### src/rtl/ifetch_ctrl.sv
// Instruction fetch controller: fetch PC, one-outstanding-request credit logic, 2-entry {pc,instr} buffer.
// Define IFETCH_PERF_EN to add the perf_fetched / perf_stall counters.
module ifetch_ctrl #(
  parameter logic [31:0] RESET_PC = 32'h0000_0000,
  parameter int          ADDR_W   = 10
) (
  input  logic              clk,
  input  logic              rst_n,
  output logic              mem_req,
  output logic [ADDR_W-1:0] mem_addr,
  input  logic              mem_valid,
  input  logic [31:0]       mem_instr,
  input  logic              stall,
  input  logic              redirect,
  input  logic [31:0]       redirect_pc,
  output logic              if_valid,
  output logic [31:0]       if_instr,
  output logic [31:0]       if_pc,
`ifdef IFETCH_PERF_EN
  output logic [31:0]       perf_fetched,
  output logic [31:0]       perf_stall,
`endif
  output logic [1:0]        dbg_state
);

  localparam logic [31:0] NOP = 32'h0000_0013;

  typedef enum logic [1:0] {S_WAIT, S_RUN, S_FULL, S_FLUSH} state_e;

  state_e      state_q, state_d;
  logic [31:0] fetch_pc_q, fetch_pc_d;
  logic [31:0] req_pc_q, req_pc_d;
  logic        inflight_q, inflight_d;
  logic [1:0]  count_q, count_d;
  logic [31:0] pc0_q, pc0_d, pc1_q, pc1_d;
  logic [31:0] ins0_q, ins0_d, ins1_q, ins1_d;

  logic       pop, push;
  logic [1:0] occ, occ_next, slot;

  // Handshake: a request in cycle N is answered by mem_valid in cycle N+1;
  // only answers to our own outstanding request are accepted.
  assign occ  = count_q + {1'b0, inflight_q};
  assign pop  = (count_q != 2'd0) && !stall && !redirect;
  assign push = mem_valid && inflight_q && !redirect;

  always_comb begin
    mem_req    = 1'b0;
    fetch_pc_d = fetch_pc_q;
    req_pc_d   = req_pc_q;
    inflight_d = 1'b0;
    count_d    = count_q;
    pc0_d      = pc0_q;
    pc1_d      = pc1_q;
    ins0_d     = ins0_q;
    ins1_d     = ins1_q;
    slot       = count_q - {1'b0, pop};
    occ_next   = 2'd0;
    state_d    = state_q;

    if (state_q == S_RUN && !redirect && occ < 2'd2) mem_req = 1'b1;

    if (redirect) begin
      fetch_pc_d = {redirect_pc[31:2], 2'b00};
      count_d    = 2'd0;
    end else begin
      if (mem_req) begin
        fetch_pc_d = fetch_pc_q + 32'd4;
        req_pc_d   = fetch_pc_q;
        inflight_d = 1'b1;
      end
      if (pop) begin
        pc0_d  = pc1_q;
        ins0_d = ins1_q;
      end
      if (push) begin
        if (slot == 2'd0) begin
          pc0_d  = req_pc_q;
          ins0_d = mem_instr;
        end else begin
          pc1_d  = req_pc_q;
          ins1_d = mem_instr;
        end
      end
      count_d = count_q + {1'b0, push} - {1'b0, pop};
    end

    occ_next = count_d + {1'b0, inflight_d};

    case (state_q)
      S_WAIT:  state_d = S_RUN;
      S_RUN:   state_d = redirect ? S_FLUSH : ((occ_next == 2'd2) ? S_FULL : S_RUN);
      S_FULL:  state_d = redirect ? S_FLUSH : (pop ? S_RUN : S_FULL);
      S_FLUSH: state_d = redirect ? S_FLUSH : S_RUN;
      default: state_d = S_WAIT;
    endcase
  end

  always_ff @(posedge clk or negedge rst_n) begin
    if (!rst_n) begin
      state_q    <= S_WAIT;
      fetch_pc_q <= RESET_PC;
      req_pc_q   <= RESET_PC;
      inflight_q <= 1'b0;
      count_q    <= 2'd0;
      pc0_q      <= RESET_PC;
      pc1_q      <= RESET_PC;
      ins0_q     <= NOP;
      ins1_q     <= NOP;
    end else begin
      state_q    <= state_d;
      fetch_pc_q <= fetch_pc_d;
      req_pc_q   <= req_pc_d;
      inflight_q <= inflight_d;
      count_q    <= count_d;
      pc0_q      <= pc0_d;
      pc1_q      <= pc1_d;
      ins0_q     <= ins0_d;
      ins1_q     <= ins1_d;
    end
  end

  assign mem_addr  = fetch_pc_q[ADDR_W+1:2];
  assign if_valid  = (count_q != 2'd0);
  assign if_instr  = ins0_q;
  assign if_pc     = pc0_q;
  assign dbg_state = state_q;

`ifdef IFETCH_PERF_EN
  logic [31:0] perf_fetched_q, perf_stall_q;

  always_ff @(posedge clk or negedge rst_n) begin
    if (!rst_n) begin
      perf_fetched_q <= 32'd0;
      perf_stall_q   <= 32'd0;
    end else begin
      if (pop)               perf_fetched_q <= perf_fetched_q + 32'd1;
      if (if_valid && stall) perf_stall_q   <= perf_stall_q + 32'd1;
    end
  end

  assign perf_fetched = perf_fetched_q;
  assign perf_stall   = perf_stall_q;
`endif

endmodule
### config.mk
export PLATFORM = sky130hd
export DESIGN_NAME = ifetch_ctrl
export DESIGN_NICKNAME = d
export VERILOG_FILES = /design/src/rtl/ifetch_ctrl.sv
export SDC_FILE = /design/constraint.sdc
export NUM_CORES = 1
export LEC_CHECK = 0
export ABC_AREA = 1
export CAP_MARGIN = 20
export CORE_ASPECT_RATIO = 0.9
export CORE_MARGIN = 2
export CORE_UTILIZATION = 48
export DETAILED_ROUTE_END_ITERATION = 8
export GPL_TIMING_DRIVEN = 0
export PLACE_DENSITY = 0.78
export SLEW_MARGIN = 30
export SYNTH_ARGS = -nofsm -noshare
export SYNTH_HDL_FRONTEND = slang
export SYNTH_SLANG_ARGS = --single-unit
### constraint.sdc
create_clock -name clk -period 2.2 [get_ports clk]
set_input_delay 0.44 -clock clk [delete_from_list [all_inputs] [get_ports clk]]
set_output_delay 0.44 -clock clk [all_outputs]
set_load 0.01 [all_outputs]
==> flow_metrics.env, run 1 <==
export IMPL_run_status="completed"
export IMPL_grtUsageTotal=0.248
export IMPL_cts_made_buffers=17
export IMPL_power_density_nw_per_um2=1170
export IMPL_worstMarginPinSlew_ns=0.598
export IMPL_use_met1=0.346
export IMPL_crit_fanout=6
export IMPL_hold_violations=0
export IMPL_final_period_utilization=0.952
export IMPL_cts_tree="done"
export IMPL_synth_seq_cells=191
export IMPL_start_util=0.495
export IMPL_drc=0
export IMPL_final_antenna_net_count=0
export IMPL_fin_area_um2=11400
export IMPL_placed_area_um2=10600
export IMPL_avgSynthCellArea_um2=8.66
export IMPL_fin_nets=1269
export IMPL_clock_tree_buffer_depth=2
export IMPL_ys_warn_count=0
export IMPL_grt_pass1_wl_um=38400
export IMPL_drt_wl_total_um=23200
export IMPL_place_gp_congestion=0.920
export IMPL_grt_max_degree=82
export IMPL_grt_busiest_layer="met2"
export IMPL_dieHeight_um=133
export IMPL_cts_root_buf="clkbuf_16"
export IMPL_worstSetupPathType="flip-flop to flip-flop"
export IMPL_netlist_instances=1018
export IMPL_initialDrtViolationCount=576
export IMPL_slew_violations=0
export IMPL_clock_sinks=191
export IMPL_vias=7585
export IMPL_setup_viol=0
export IMPL_rows=46
export IMPL_irDropWorstVdd_mv=0.649
export IMPL_port_buffers=143
export IMPL_leakage_nw=5.34
export IMPL_area_delta_synth_final_pct=29.9
export IMPL_drive_above_1_share=0.130
export IMPL_nFillCells=1458
export IMPL_fin_ws_ns=0.105
export IMPL_syn_nets=1091
export IMPL_crit_path_end_kind="flip-flop"
export IMPL_synth_cell_types=33
export IMPL_io_pins=147
export IMPL_ys_flop_type="dfrtp_1"
export IMPL_tns_ns=0
export IMPL_rsz0062_at_grt="false"
export IMPL_preCtsSetupSlack_ns=-0.705
export IMPL_synth_seq_area_share=0.543
export IMPL_maxCapViolations=0
export IMPL_whs_ns=0.384
export IMPL_grtUsageMet2=0.397
export IMPL_yosys_area_top_type="dfrtp_1"
export IMPL_wl_per_cell_um=16.0
export IMPL_dieArea_um2=19500
export IMPL_fin_skew_ns=0.0118
export IMPL_n_antenna_cell=0
export IMPL_fmax_mhz=477
export IMPL_core_um2=17800
export IMPL_viasPerCell=5.23
export IMPL_cts_htree_levels=4
export IMPL_syn_cell_area_um2=8810
export IMPL_power_total_w=0.0134
export IMPL_dp_hpwl_um=16500
export IMPL_drtPass1Iterations=6
export IMPL_clkSlewWorstSetupHoldPaths_ns=0.07
export IMPL_layout_min_cycle_time_ns=2.10
export IMPL_synth_top_area_frac=0.525
export IMPL_fp_dieW_um=147
export IMPL_worstPathArrival_ns=2.43
export IMPL_slew_limit_headroom=0.601
export IMPL_grt_pass1_vias=7458
export IMPL_antenna_found_initial=0
export IMPL_clock_latency_ns=0.45
export IMPL_min_path_type="input pin to flip-flop"
export IMPL_critPathLaunchType="flip-flop"
export IMPL_use_met3=0.0524
export IMPL_grt_overflow=0
export IMPL_cp_required_ns=2.53
export IMPL_synth_edf_count=0
export IMPL_synthTopCellsByArea="dfrtp_1 53%, nand2_1 14%, mux2_2 5.8%"
export IMPL_synthArstFlopShare=1.00
cells in the final DEF, fill, tap and decap left out, drive strengths merged, types with 2 or more instances in the layout:
cell type / instances
clkinv: 4
clkbuf: 44
nand3b: 2
nand4: 4
bufinv: 2
ha: 4
xor2: 8
mux2: 45
inv: 82
buf: 51
nor3: 6
o211ai: 9
o21ai: 59
dfrtp: 185
nor2: 112
nand3: 42
nand2: 329
a31oi: 62
clkdlybuf4s50: 139
dfstp: 6
a21oi: 4
logic make-up after synthesis:
kind of cell / count (synthesis) / synth area share
fa+ha+maj: 4 / 0.00568
buf+inv: 135 / 0.0707
compound gates: 137 / 0.0900
simple gates: 497 / 0.224
mux: 45 / 0.0575
flops: 191 / 0.543
xor+xnor: 9 / 0.00895
Yosys cell counts, types with 2 or more instances:
cell,number
a21oi_1,4
a31oi_1,62
buf_2,16
buf_4,11
buf_6,7
clkbuf_1,25
dfrtp_1,185
dfstp_2,6
ha_1,4
inv_1,72
inv_2,3
mux2_2,45
nand2_1,328
nand3_1,41
nand3b_1,2
nand4_1,4
nor2_1,108
nor2_2,3
nor3_1,6
o211ai_1,9
o21ai_0,58
xor2_1,8
final timing paths:
| check | startpoint | end | slack (ns) | cells after the start |
|---|---|---|---|---|
| max | count_q[0] | dbg_state[0] | 0.10 | 13 |
| min | redirect | count_q[1] | 0.38 | 4 |
| max reg2reg | count_q[0] | dbg_state[0] | 0.10 | 13 |
| min reg2reg | pc1_q[26] | pc1_q[26] | 0.49 | 2 |
| max in group asynchronous | rst_n | count_q[0] | 0.61 | 4 |
| min in group asynchronous | rst_n | if_instr[17] | 0.51 | 2 |
power breakdown:
part	internal, W	switching, W
combinational	0.00228	0.00202
sequential	0.00494	0.000987
clock	0.00178	0.00144
total	0.00900	0.00444
through the flow:
step | std cells | util
2_1_floorplan | 1018 | -
3_3_place_gp | 1401 | 0.595
3_5_place_dp | 1403 | 0.598
4_1_cts | 1445 | 0.641
5_1_grt | 1449 | 0.644
6_report | 1449 | 0.644
what timing repair did:
action	4_1_cts	5_1_grt
endpoints found under the setup margin	3	3
hold buffers	1	0
gates resized for setup	21	10
gates cloned	0	0
endpoints found under the hold margin	53	0
setup buffers	9	5
pin swaps	6	8
state kept, by name (all words and copies together), names as in the netlist:
register / flops
if_instr: 32
if_pc: 32
ins1_q: 32
fetch_pc_q: 30
pc1_q: 30
req_pc_q: 30
count_q: 2
dbg_state: 2
inflight_q: 1
worst max-delay path, cell delays in order, from the launching register on:
cell	delay [ns]
dfrtp_2	0.44
inv_2	0.09
nand2_4	0.07
nand2_8	0.08
clkinv_8	0.07
ha_4	0.26
inv_2	0.04
ha_4	0.25
inv_2	0.04
nor2_4	0.12
ha_4	0.22
inv_2	0.05
nand3_2	0.07
o21a_1	0.19
layer usage:
metal	vias up	wire, um
met1	3626	10500
met4	0	310
li1	3656	-
met5	-	0
met2	278	10800
met3	25	1630
area by class of cell:
cell class	count	area, um2	share of cell area
Tap cell	240	300	0.0262
Inverter	76	300	0.0262
Clock buffer	19	453	0.0396
Timing Repair Buffer	160	1610	0.141
Buffer	58	350	0.0306
Sequential cell	191	4790	0.418
Clock inverter	13	165	0.0144
Multi-Input combinational cell	692	3480	0.304
Note: power is estimated with default switching activity, not from simulation.
==> run 2, diff against run 1 <==
Settings changed: SKIP_CTS_REPAIR_TIMING from default to 1.
==> run 2 against run 1 <==
Effect of this change: combinational power is essentially flat; critical path depth grew 2; worst setup slack lost 0.067 ns; cell count grew 0.14%; die area is the same; first-iteration DRC count grew 4.3%.
==> flow_metrics.env, run 2 (same netlist as run 1, synthesis figures left out) <==
export IMPL_run_status="completed"
export IMPL_vias=7597
export IMPL_cts_made_buffers=17
export IMPL_multiInputGateArea_um2=3480
export IMPL_clkSlewWorstSetupHoldPaths_ns=0.07
export IMPL_core_um2=17800
export IMPL_drive_above_1_share=0.132
export IMPL_final_cell_mix="325 x nand2_1, 185 x dfrtp_1, 140 x clkdlybuf4s50_1"
export IMPL_fin_ws_ns=0.0378
export IMPL_power_total_w=0.0135
export IMPL_wl_met2_um=10700
export IMPL_power_density_nw_per_um2=1170
export IMPL_fin_nets=1271
export IMPL_slew_violations=0
export IMPL_final_period_utilization=0.983
export IMPL_clock_sinks=191
export IMPL_worstMarginPinSlew_ns=0.593
export IMPL_setup_viol=0
export IMPL_start_util=0.495
export IMPL_area_delta_synth_final_pct=30.3
export IMPL_worstPathArrival_ns=2.49
export IMPL_cp_slowest_cell="dfrtp_1"
export IMPL_met3WireLength_um=1790
export IMPL_cts_tree="done"
export IMPL_dp_hpwl_um=16500
export IMPL_tns_ns=0
export IMPL_cp_buffers_inverters=6
export IMPL_final_antenna_net_count=0
export IMPL_port_buffers=143
export IMPL_grt_overflow=0
export IMPL_drt_wl_total_um=23100
export IMPL_io_pins=147
export IMPL_wl_per_cell_um=15.9
export IMPL_place_gp_congestion=0.920
export IMPL_grtUsageTotal=0.245
export IMPL_viasPerCell=5.24
export IMPL_irDropWorstVdd_mv=0.647
export IMPL_grt_pass1_wl_um=37900
export IMPL_crit_chain="inv_2 -> nand2_4 -> nand2_8 -> clkinv_8 -> buf_12 -> ha_4 -> inv_2 -> ha_4 -> inv_2 -> nor2_4 -> ha_4 -> inv_2 -> nand2_2 -> nand3_2 -> o21a_1"
export IMPL_drtPass1Iterations=6
export IMPL_slew_limit_headroom=0.605
export IMPL_nFillCells=1448
export IMPL_cp_common_cell="inv_2"
export IMPL_cp_required_ns=2.53
export IMPL_wl_met1_um=10300
export IMPL_crit_fanout=5
export IMPL_critPathTopFamily="adder cells"
export IMPL_worstSetupPathType="flip-flop to flip-flop"
export IMPL_fmax_mhz=463
export IMPL_preCtsSetupSlack_ns=-0.705
export IMPL_clock_tree_buffer_depth=2
export IMPL_layout_min_cycle_time_ns=2.16
export IMPL_regArea_um2=4790
export IMPL_drc=0
export IMPL_utilization=0.645
export IMPL_n_antenna_cell=0
export IMPL_top_layer_used="met4"
export IMPL_grt_pass1_vias=7366
export IMPL_min_path_type="input pin to flip-flop"
export IMPL_layout_commonest_cell="nand2_1"
export IMPL_rsz0062_at_grt="true"
export IMPL_maxCapViolations=0
export IMPL_fp_dieW_um=147
export IMPL_cts_root_buf="clkbuf_16"
export IMPL_hold_violations=0
export IMPL_dieArea_um2=19500
export IMPL_leakage_nw=5.35
export IMPL_whs_ns=0.385
export IMPL_cts_htree_levels=4
export IMPL_initialDrtViolationCount=601
export IMPL_clock_latency_ns=0.44
export IMPL_fin_skew_ns=0.0103
export IMPL_cpPeakStageDelay_ns=0.40
export IMPL_dieHeight_um=133
export IMPL_rows=46
export IMPL_crit_path_end_kind="flip-flop"
export IMPL_grt_max_degree=82
export IMPL_antenna_found_initial=0
export IMPL_critPathLaunchType="flip-flop"
==> run 2: cell type report <==
type | count | area share
tap | 240 | 0.0262
multi-input combinational | 692 | 0.303
sequential | 191 | 0.417
buffer | 59 | 0.0326
inverter | 76 | 0.0262
timing repair buffer | 161 | 0.141
clock inverter | 13 | 0.0144
clock buffer | 19 | 0.0395
==> run 2: metrics by stage <==
stage | area (um2) | std cells
floorplan | 8840 | 1018
global placement | 10600 | 1401
detailed placement | 10600 | 1403
CTS | 11300 | 1435
global route | 11500 | 1451
finish | 11500 | 1451
==> run 2: worst paths after layout <==
check | startpoint | endpoint | slack (ns) | cells past startpoint
min in group asynchronous | rst_n | if_instr[23] | 0.51 | 2
min | redirect | dbg_state[1] | 0.39 | 5
max | count_q[1] | dbg_state[0] | 0.04 | 15
min reg2reg | pc1_q[26] | pc1_q[26] | 0.49 | 2
max reg2reg | count_q[1] | dbg_state[0] | 0.04 | 15
max in group asynchronous | rst_n | req_pc_q[8] | 0.63 | 4
==> run 2: metal layers <==
metal | vias up | track usage
met1 | 3604 | 0.343
met5 | - | 0
met4 | 0 | 0.0685
met2 | 302 | 0.388
li1 | 3663 | -
met3 | 28 | 0.0524
==> run 2: where the power goes <==
part           total (W)  internal (W)  switching [W]
clock            0.00323       0.00178        0.00144
sequential       0.00592       0.00494       0.000981
combinational    0.00431       0.00229        0.00202
total             0.0135       0.00901        0.00444
==> run 2: worst reg2reg max path: stages (launching register included) <==
cell      delay, ns
dfrtp_1        0.40
inv_2          0.10
nand2_4        0.08
nand2_8        0.09
clkinv_8       0.07
buf_12         0.13
ha_4           0.26
inv_2          0.04
ha_4           0.26
inv_2          0.04
nor2_4         0.10
ha_4           0.15
inv_2          0.03
nand2_2        0.06
nand3_2        0.08
o21a_1         0.18
==> run 3, diff against run 2 <==
Settings changed: CORE_UTILIZATION 48 to 45, PLACE_DENSITY 0.78 to 0.74, SLEW_MARGIN 30 to 20.
==> run 3 against run 2 <==
Effect of this change: cell count increased by 0.28%; register-to-register slack about the same; worst setup slack improved by 0.0029 ns; global-route usage decreased by 1.1 points; power decreased by 0.41%; die area increased by 6.5%; design area decreased by 0.43%; maximum frequency increased by 0.14%; critical path type unchanged; critical endpoint unchanged; highest routed layer unchanged.
==> flow_metrics.env, run 3 (same netlist as run 1, synthesis figures left out) <==
export IMPL_use_met1=0.339
export IMPL_dp_hpwl_um=16800
export IMPL_worstMarginPinSlew_ns=0.624
export IMPL_fin_area_um2=11400
export IMPL_area_delta_synth_final_pct=29.7
export IMPL_setup_viol=0
export IMPL_hold_violations=0
export IMPL_worstPathArrival_ns=2.48
export IMPL_final_cell_mix="326 x nand2_1, 184 x dfrtp_1, 140 x clkdlybuf4s50_1"
export IMPL_cp_common_cell="inv_2"
export IMPL_final_period_utilization=0.981
export IMPL_use_met3=0.0390
export IMPL_grt_overflow=0
export IMPL_reg2regPathDepth=14
export IMPL_crit_chain="inv_2 -> nand2_4 -> nand2_8 -> clkinv_8 -> buf_12 -> ha_4 -> inv_2 -> ha_4 -> inv_2 -> nor2_4 -> ha_4 -> inv_2 -> nand3_2 -> o21a_1"
export IMPL_io_pins=147
export IMPL_irDropWorstVdd_mv=0.656
export IMPL_fin_nets=1265
export IMPL_drive_above_1_share=0.126
export IMPL_rr_startpoint="count_q[0]"
export IMPL_cts_htree_levels=4
export IMPL_slew_violations=0
export IMPL_drtPass1Iterations=5
export IMPL_rsz0062_at_grt="true"
export IMPL_worstSetupPathType="flip-flop to flip-flop"
export IMPL_viasPerCell=5.21
export IMPL_grtUsageMet2=0.365
export IMPL_utilization=0.597
export IMPL_cp_slowest_cell="dfrtp_2"
export IMPL_port_buffers=143
export IMPL_fin_ws_ns=0.0408
export IMPL_critPathTopFamily="adder cells"
export IMPL_grt_busiest_layer="met2"
export IMPL_drt_wl_total_um=23400
export IMPL_run_status="completed"
export IMPL_initialDrtViolationCount=591
export IMPL_placed_area_um2=10600
export IMPL_crit_fanout=4
export IMPL_antenna_found_initial=0
export IMPL_fin_skew_ns=0.00911
export IMPL_grt_pass1_vias=7198
export IMPL_power_total_w=0.0134
export IMPL_cp_buffers_inverters=6
export IMPL_n_antenna_cell=0
export IMPL_clock_sinks=191
export IMPL_maxCapViolations=0
export IMPL_cts_tree="done"
export IMPL_crit_start="count_q[0]"
export IMPL_grt_pass1_wl_um=37400
export IMPL_leakage_nw=5.30
export IMPL_fp_dieW_um=151
export IMPL_fmax_mhz=463
export IMPL_start_util=0.460
export IMPL_slew_limit_headroom=0.584
export IMPL_crit_path_end_kind="flip-flop"
export IMPL_cp_depth=14
export IMPL_clock_latency_ns=0.44
export IMPL_dieHeight_um=137
export IMPL_nFillCells=1630
export IMPL_dieArea_um2=20700
export IMPL_grtUsageTotal=0.234
export IMPL_power_density_nw_per_um2=1170
export IMPL_rows=48
export IMPL_critPathLaunchType="flip-flop"
export IMPL_wl_per_cell_um=16.1
export IMPL_grt_max_degree=85
export IMPL_layout_min_cycle_time_ns=2.16
export IMPL_crit_path_end="dbg_state[0]"
export IMPL_cts_made_buffers=17
export IMPL_cpPeakStageDelay_ns=0.43
export IMPL_final_antenna_net_count=0
export IMPL_layout_commonest_cell="nand2_1"
export IMPL_clock_tree_buffer_depth=2
export IMPL_drc=0
export IMPL_place_gp_congestion=0.971
export IMPL_cts_root_buf="clkbuf_16"
export IMPL_min_path_type="input pin to flip-flop"
export IMPL_clkSlewWorstSetupHoldPaths_ns=0.07
export IMPL_worst_r2r_setup_slack_ns=0.04
export IMPL_core_um2=19200
export IMPL_cp_required_ns=2.52
export IMPL_rr_endpoint="dbg_state[0]"
export IMPL_whs_ns=0.375
export IMPL_vias=7583
export IMPL_preCtsSetupSlack_ns=-0.655
run 3: final cells by class:
| type | count | area, um2 | area share |
|---|---|---|---|
| buffer | 59 | 379 | 0.0332 |
| inverter | 76 | 300 | 0.0263 |
| clock inverter | 14 | 175 | 0.0153 |
| timing repair buffer | 155 | 1570 | 0.137 |
| sequential | 191 | 4790 | 0.419 |
| clock buffer | 18 | 429 | 0.0375 |
| tap | 250 | 313 | 0.0274 |
| multi-input combinational | 692 | 3480 | 0.304 |
run 3: worst min-delay path by stage:
stage / start / to / slack (ns) / depth (start not counted)
global route: redirect / fetch_pc_q[28] / 0.40 / 4
global placement: pc1_q[18] / pc1_q[18] / 0.47 / 2
floorplan: rst_n / count_q[0] / 0.14 / 0
CTS: rst_n / if_instr[7] / -0.09 / 1
detailed placement: rst_n / if_instr[7] / 0.37 / 1
finish: redirect / fetch_pc_q[2] / 0.38 / 4
run 3: worst register-to-register path, stage by stage (launching register included):
cell and delay (ns):
dfrtp_2 0.43, inv_2 0.08, nand2_4 0.07, nand2_8 0.09
clkinv_8 0.05, buf_12 0.12, ha_4 0.25, inv_2 0.04
ha_4 0.26, inv_2 0.04, nor2_4 0.12, ha_4 0.21
inv_2 0.05, nand3_2 0.07, o21a_1 0.17
run 3: per-layer routing:
| metal | up-vias | share of wire |
|---|---|---|
| li1 | 3655 | - |
| met1 | 3624 | 0.46 |
| met2 | 274 | 0.46 |
| met3 | 30 | 0.067 |
| met4 | 0 | 0.017 |
| met5 | - | 0 |
run 3: through the flow:
| step | cells | setup TNS (ns) |
|---|---|---|
| after floorplan | 1018 | 0 |
| after detailed placement | 1413 | -6.68 |
| after global placement | 1411 | -1359.41 |
| after global routing | 1455 | -0.115 |
| after CTS | 1445 | -1.25 |
| final | 1455 | 0 |
run 3: power by group:
part / total [W] / internal (W) / switching [W]
sequential: 0.00593 / 0.00494 / 0.000996
clock: 0.00318 / 0.00172 / 0.00146
combinational: 0.00429 / 0.00227 / 0.00202
total: 0.0134 / 0.00893 / 0.00447
